**src/rtl/seven_seg_mux_driver.sv**
```systemverilog
// rtl/seven_seg_mux_driver.sv - multi-digit multiplexed seven-segment driver with dp and leading-zero blanking
module seven_seg_mux_driver #(
    parameter int NUM_DIGITS  = 4,
    parameter int REFRESH_DIV = 50000,
    localparam int IW = (NUM_DIGITS > 1) ? $clog2(NUM_DIGITS) : 1
) (
    input  logic                    clk,
    input  logic                    clr,
    input  logic                    OutPortIn,
    input  logic [4*NUM_DIGITS-1:0] data,
    input  logic [NUM_DIGITS-1:0]   dp_en,
    input  logic                    lz_blank,
    output logic [7:0]              outputt,
    output logic [NUM_DIGITS-1:0]   an,
    output logic [IW-1:0]           digit_idx
);

    localparam int PW  = (REFRESH_DIV > 1) ? $clog2(REFRESH_DIV) : 1;
    localparam int ND2 = 1 << IW;
    localparam int DW2 = 4 * ND2;

    logic [4*NUM_DIGITS-1:0] hold_data, nxt_data;
    logic [NUM_DIGITS-1:0]   hold_dp, nxt_dp;
    logic [PW-1:0]           pcnt, nxt_pcnt;
    logic [IW-1:0]           idx, nxt_idx;
    logic [DW2-1:0]          data_pad;
    logic [ND2-1:0]          dp_pad;
    logic [ND2-1:0]          nz_above;
    logic                    acc;
    logic [3:0]              nib;
    logic                    blank;
    logic [NUM_DIGITS-1:0]   nxt_an;

    function automatic logic [6:0] hex7(input logic [3:0] v);
        logic [7:0] s;
        case (v)
            4'h0: s = 8'hC0;
            4'h1: s = 8'hF9;
            4'h2: s = 8'hA4;
            4'h3: s = 8'hB0;
            4'h4: s = 8'h99;
            4'h5: s = 8'h92;
            4'h6: s = 8'h82;
            4'h7: s = 8'hF8;
            4'h8: s = 8'h80;
            4'h9: s = 8'h90;
            4'hA: s = 8'h88;
            4'hB: s = 8'h83;
            4'hC: s = 8'hC6;
            4'hD: s = 8'hA1;
            4'hE: s = 8'h86;
            default: s = 8'h8E;
        endcase
        return s[6:0];
    endfunction

    always_comb begin
        nxt_data = OutPortIn ? data  : hold_data;
        nxt_dp   = OutPortIn ? dp_en : hold_dp;
        nxt_pcnt = pcnt + 1'b1;
        nxt_idx  = idx;
        if (pcnt == PW'(REFRESH_DIV - 1)) begin
            nxt_pcnt = '0;
            nxt_idx  = (idx == IW'(NUM_DIGITS - 1)) ? '0 : idx + 1'b1;
        end

        // Padded to a power of two so a variable index can never select past the vector.
        data_pad = DW2'(nxt_data);
        dp_pad   = ND2'(nxt_dp);

        // nz_above[k] is set when any nibble at position k or higher is nonzero.
        acc      = 1'b0;
        nz_above = '0;
        for (int k = ND2 - 1; k >= 0; k--) begin
            acc         = acc | (data_pad[4*k +: 4] != 4'h0);
            nz_above[k] = acc;
        end

        nib    = data_pad[4*nxt_idx +: 4];
        blank  = lz_blank && (nxt_idx != '0) && !nz_above[nxt_idx];
        nxt_an = ~(NUM_DIGITS'(1) << nxt_idx);
    end

    always_ff @(posedge clk) begin
        if (clr) begin
            hold_data <= '0;
            hold_dp   <= '0;
            pcnt      <= '0;
            idx       <= '0;
            outputt   <= 8'hFF;
            an        <= '1;
            digit_idx <= '0;
        end else begin
            hold_data <= nxt_data;
            hold_dp   <= nxt_dp;
            pcnt      <= nxt_pcnt;
            idx       <= nxt_idx;
            outputt   <= {~dp_pad[nxt_idx], blank ? 7'h7F : hex7(nib)};
            an        <= nxt_an;
            digit_idx <= nxt_idx;
        end
    end

endmodule
```
**config.mk**
```make
export PLATFORM = sky130hd
export DESIGN_NAME = seven_seg_mux_driver
export DESIGN_NICKNAME = d
export VERILOG_FILES = /design/src/rtl/seven_seg_mux_driver.sv
export SDC_FILE = /design/constraint.sdc
export NUM_CORES = 1
export LEC_CHECK = 0
export ABC_AREA = 1
export ABC_CLOCK_PERIOD_IN_PS = 5300
export CELL_PAD_IN_SITES_DETAIL_PLACEMENT = 0
export CELL_PAD_IN_SITES_GLOBAL_PLACEMENT = 1
export CORE_UTILIZATION = 45
export CTS_CLUSTER_DIAMETER = 200
export CTS_CLUSTER_SIZE = 28
export DETAILED_ROUTE_END_ITERATION = 7
export DONT_BUFFER_PORTS = 1
export HOLD_SLACK_MARGIN = 0.15
export PLACE_DENSITY_LB_ADDON = 0.1
export REMOVE_ABC_BUFFERS = 1
export SKIP_CTS_REPAIR_TIMING = 1
export SLEW_MARGIN = 20
export SYNTH_ARGS = -nofsm -noshare
export SYNTH_HDL_FRONTEND = slang
export SYNTH_SLANG_ARGS = --single-unit
```
**constraint.sdc**
```tcl
create_clock -name clk -period 5.3 [get_ports clk]
set_clock_uncertainty 0.1 [all_clocks]
set_input_delay 0.795 -clock clk [delete_from_list [all_inputs] [get_ports clk]]
set_output_delay 0.795 -clock clk [all_outputs]
set_load 0.01 [all_outputs]
```
* Yosys cells after proc, flatten, opt, wreduce, memory -nomap -nowiden
Memory sizes are Yosys's and may differ from the RTL's. A register that Yosys moved wholly into a read port is not among the register bits. Index checks and enable logic that the tools add are counted.
Storage, ports and cells: register bits after elaboration 43, memory bits (read-only) 112, input port bits 24, output and inout port bits 14, word-level logic and storage cells 37, memories 1
Memories:
- (name not given) | depth 16, width 7, read ports 1, clocked after memory_dff 1, wr ports 0, line 36 | case (v)
Operators by class: add/subtract/negate cells 2, order comparisons 1, equal/unequal tests 2, shift-type cells 2, multiplexer cells 8, bitwise gates (word level) 5, reductions and logical operators 10
Operators with widths (count):
- 16-bit by 1-bit adder with 16-bit output (second input constant) | 1
- 16-bit == test (second input constant) | 1
- 16-bit two-way mux | 1
- 4-bit nonzero test | 4
- 16-bit by 5-bit indexed part select with 4-bit output | 1
- 1-bit binary-select mux with 2-bit select | 2
- 2-bit two-way mux | 2
- 4-bit two-way mux | 1
- 4-bit NOT | 1
- 2-bit OR reduction | 2
- 1-bit by 2-bit << shifter with 4-bit output (first input constant) | 1
- 2-bit by 3-bit < comparator with 1-bit output (second input constant) | 1
- 1-bit bitwise OR | 3
- 2-bit by 1-bit adder with 2-bit output (second input constant) | 1
- 2-bit == test (second input constant) | 1
- 1-bit logical AND | 2
- 1-bit two-way mux | 2
- 2-bit nonzero test | 1
- 1-bit logical NOT | 1
- 1-bit NOT | 1

* Longest topological paths before layout
word-level depth 10, depth in mapped cells 18, mapped depth without buffers 17

* Worst setup path before layout
Ideal clock, no wire load.
kind input to register, from input port OutPortIn, to register outputt[5], setup time 113 ps, arrival 2127 ps, required time 5087 ps, setup slack 2960 ps, stages 12, buffers on the path 1, cell sequence buf_2 > o21ai_0 > inv_1 > nand3_1 > nand2_2 > nor2_4 > inv_1 > ha_1 > nand2_1 > o21ai_0 > nand2_1 > nand2_1
Between the ends: longest elaborated chain between the ends 10
RTL lines:
- from (decl) | line 9 | input logic OutPortIn,
- 16-bit two-way mux * | line 58 | nxt_data = OutPortIn ? data : hold_data;
- 4-bit nonzero test | line 75 | acc = acc | (data_pad[4*k +: 4] != 4'h0);
- 1-bit bitwise OR (3 in a row) | line 75
- 1-bit binary-select mux with 2-bit select | line 80 | blank = lz_blank && (nxt_idx != '0) && !nz_above[nxt_idx];
- 1-bit two-way mux (not written as such) | line 80
- 1-bit logical NOT | line 80
- 1-bit logical AND | line 80
- 2-bit OR reduction (no source line)
- to (decl) | line 13 | output logic [7:0] outputt,
Mark *: on every way between the ends. The rest lies on a longest branch, timed or not. The select of a mux whose other input is x is not followed. A chain may end at the register's enable or synchronous reset.

* Worst setup path in the final report
from register pcnt[0], to register outputt[5]
Between the ends: longest elaborated chain between the ends 7
RTL lines:
- from (decl) | line 24 | logic [PW-1:0] pcnt, nxt_pcnt;
- from (signal assigned) | line 96 | pcnt <= nxt_pcnt;
- 16-bit == test * | line 62 | if (pcnt == PW'(REFRESH_DIV - 1)) begin
- 2-bit two-way mux * | line 62
- 1-bit binary-select mux with 2-bit select | line 80
- 1-bit two-way mux (not written as such) | line 80
- 1-bit logical NOT | line 80
- 1-bit logical AND | line 80
- 2-bit OR reduction (no source line)
Marks and branches as above.

==> results.json <==
{
  "status": "complete, no violations",
  "grt_pass1_vias": 1959,
  "initialDrtViolationCount": 89,
  "remaining_drc_errors": 0,
  "clk_latency_ns": 0.31,
  "ys_warn_count": 0,
  "final_nets": 380,
  "gp_congestion": 0.827,
  "drv_slew": 0,
  "dieArea_um2": 6000,
  "power.total_mw": 0.718,
  "achievable-frequency_mhz": 400,
  "setup_viol": 0,
  "syn2layout_area_growth_pct": 4.25,
  "ir_drop_mv": 0.149,
  "clockRootBuffer": "clkbuf_8",
  "grt_setup_unrepaired": "no",
  "ys_types": 33,
  "hold_start": "pcnt[0]",
  "pre_cts_ws_ns": 2.79,
  "synth-seq-cells": 50,
  "syn_inst": 351,
  "floorplan.rows": 27,
  "slew_headroom_pct": 67.1,
  "critPathRequiredTime_ns": 5.41,
  "tritoncts": "done",
  "diodes": 0,
  "worst_slew_pin_slew_ns": 0.493,
  "cp_cell_sequence": "ha_1 > nand3_2 > nor2_2 > nand2_2 > nand2_1 > nand2_1 > nand3b_1 > nand2_2 > nor2_4 > inv_1 > ha_1 > nand2_1 > o21ai_0 > nand2_1 > nand2_1",
  "tns_ns": 0,
  "io_buffers": 0,
  "antenna_found_initial": 0,
  "gr-usage-all-layers_pct": 18.1,
  "die_height_um": 77.4,
  "start_kind": "flip-flop",
  "crit_path_max_fanout": 11,
  "clock-sinks": 50,
  "synth_edf_count": 0,
  "drv_cap": 0,
  "finalWirelength_um": 4970,
  "htree_levels": 2,
  "worstSetupPathType": "reg2reg",
  "reg2reg_from": "pcnt[0]",
  "synthArstFlopShare_pct": 0,
  "p_leak_nw": 1.21,
  "vias": 2070,
  "fin_crit_sh_pct": 47.2,
  "start_util_pct": 46.5,
  "worst-endpoint-arrival_ns": 2.61,
  "crit_top_cell": "nand2_1",
  "final_antenna_net_count": 0,
  "dp_hpwl_um": 3720,
  "hp-class": "reg2reg",
  "synth.avg_cell_area_um2": 7.30,
  "cp-startpoint": "pcnt[0]",
  "min_period_ns": 2.50,
  "powerDensity_nw_per_um2": 269,
  "clkTransAtPathRegs_ns": 0.10,
  "avgRoutedWirePerCell_um": 11.8,
  "fin_ws_ns": 2.80,
  "seq_area_frac_synth_pct": 39.1,
  "io_pins": 38,
  "grt_pass1_wl_um": 8820,
  "final_layout_size_suffix_gt1_share_pct": 13.5,
  "grt_max_degree": 25,
  "grt-ovfl-total": 0,
  "dr.pass1.iters": 4,
  "synth_area_um2": 2560,
  "cts_buffer_depth": 2,
  "slowest_stage": "dfxtp_1",
  "die_x_um": 77.4,
  "synth_flop_cell": "dfxtp_1",
  "design.core.area_um2": 5510,
  "cts_buffers": 5,
  "end_kind": "flip-flop",
  "max_stage_delay_ns": 0.37,
  "avgViaCountPerCell": 4.92,
  "finalHoldViolCount": 0
}
-- worst paths after layout --
path	to	slack [ns]	cells past startpoint
worst min register to register	pcnt[0]	0.36	1
worst max register to register	outputt[5]	2.80	15
worst max-delay path	outputt[5]	2.80	15
worst min-delay path	pcnt[0]	0.36	1
-- power by group --
group          switching (mW)  total [mW]  internal, mW
Clock                   0.139       0.237        0.0983
Combinational          0.0479      0.0775        0.0296
Sequential            0.00910       0.403         0.394
-- flip-flops by register name, indices dropped and copies added, names as in the netlist --
signal	count
hold_dp	4
pcnt	16
outputt	8
an	4
hold_data	16
idx	2
-- critical path: cells and delay by family, from the launching register on --
family,cells,cell delay (ns)
compound gates,1,0.08
buf+inv,1,0.11
simple gates,11,1.30
flops,1,0.37
fa+ha+maj,2,0.44
-- metrics by stage --
stage	hold WS (ns)	std cells	util, %	instance area [µm²]
after floorplan	0.318	341	-	2480
after global placement	0.331	413	46.8	2570
after detailed placement	0.339	413	46.8	2570
after CTS	0.359	421	48.5	2670
after global routing	0.381	421	48.5	2670
final	0.356	421	48.5	2670
-- per-layer routing --
layer / global-route usage (%) / part of all wire, %
met5: 0 / 0
met4: 7.74 / 1.6
met3: 4.94 / 5.1
met2: 27.8 / 45
met1: 23.7 / 48
-- cell families after synthesis --
| family | share of synthesized area (%) |
|---|---|
| compound gates | 4.54 |
| xor+xnor | 1.71 |
| fa+ha+maj | 3.91 |
| buf+inv | 7.86 |
| flops | 39.1 |
| mux | 3.91 |
| simple gates | 39.0 |
-- cell usage in the layout, fill, tap and decap left out, drive strengths merged, types with 2 or more instances in the layout --
master and instances:
o21ai 13, or2 11, nand3 38, inv 35, nand2 94, nand3b 4, dfxtp 50, ha 8
a21oi 7, xor2 4, clkbuf 5, nor3 2, nor2 58, nand4 4, mux2i 10
-- area by class of cell --
| type | count | area (µm²) |
|---|---|---|
| Fill cell | 581 | 2840 |
| Multi-Input combinational cell | 258 | 1360 |
| Sequential cell | 50 | 1000 |
| Inverter | 33 | 125 |
| Tap cell | 72 | 90.1 |
| Clock buffer | 5 | 68.8 |
| Clock inverter | 3 | 26.3 |
-- synthesized netlist by cell type, drive strengths merged, types with 2 or more instances --
library cell  number  area (µm²)
nand2             94         403
nor2              58         238
dfxtp             50        1000
nand3             38         210
inv               32         120
o21ai             13        65.1
or2               11        68.8
mux2i             10         100
ha                 8         100
a21oi              7        35.0
buf                6        51.3
clkbuf             4        25.0
nand3b             4        30.0
nand4              4        25.0
xor2               4        35.0
nor3               2        10.0
No activity file was read; power rests on OpenSTA's default activity.
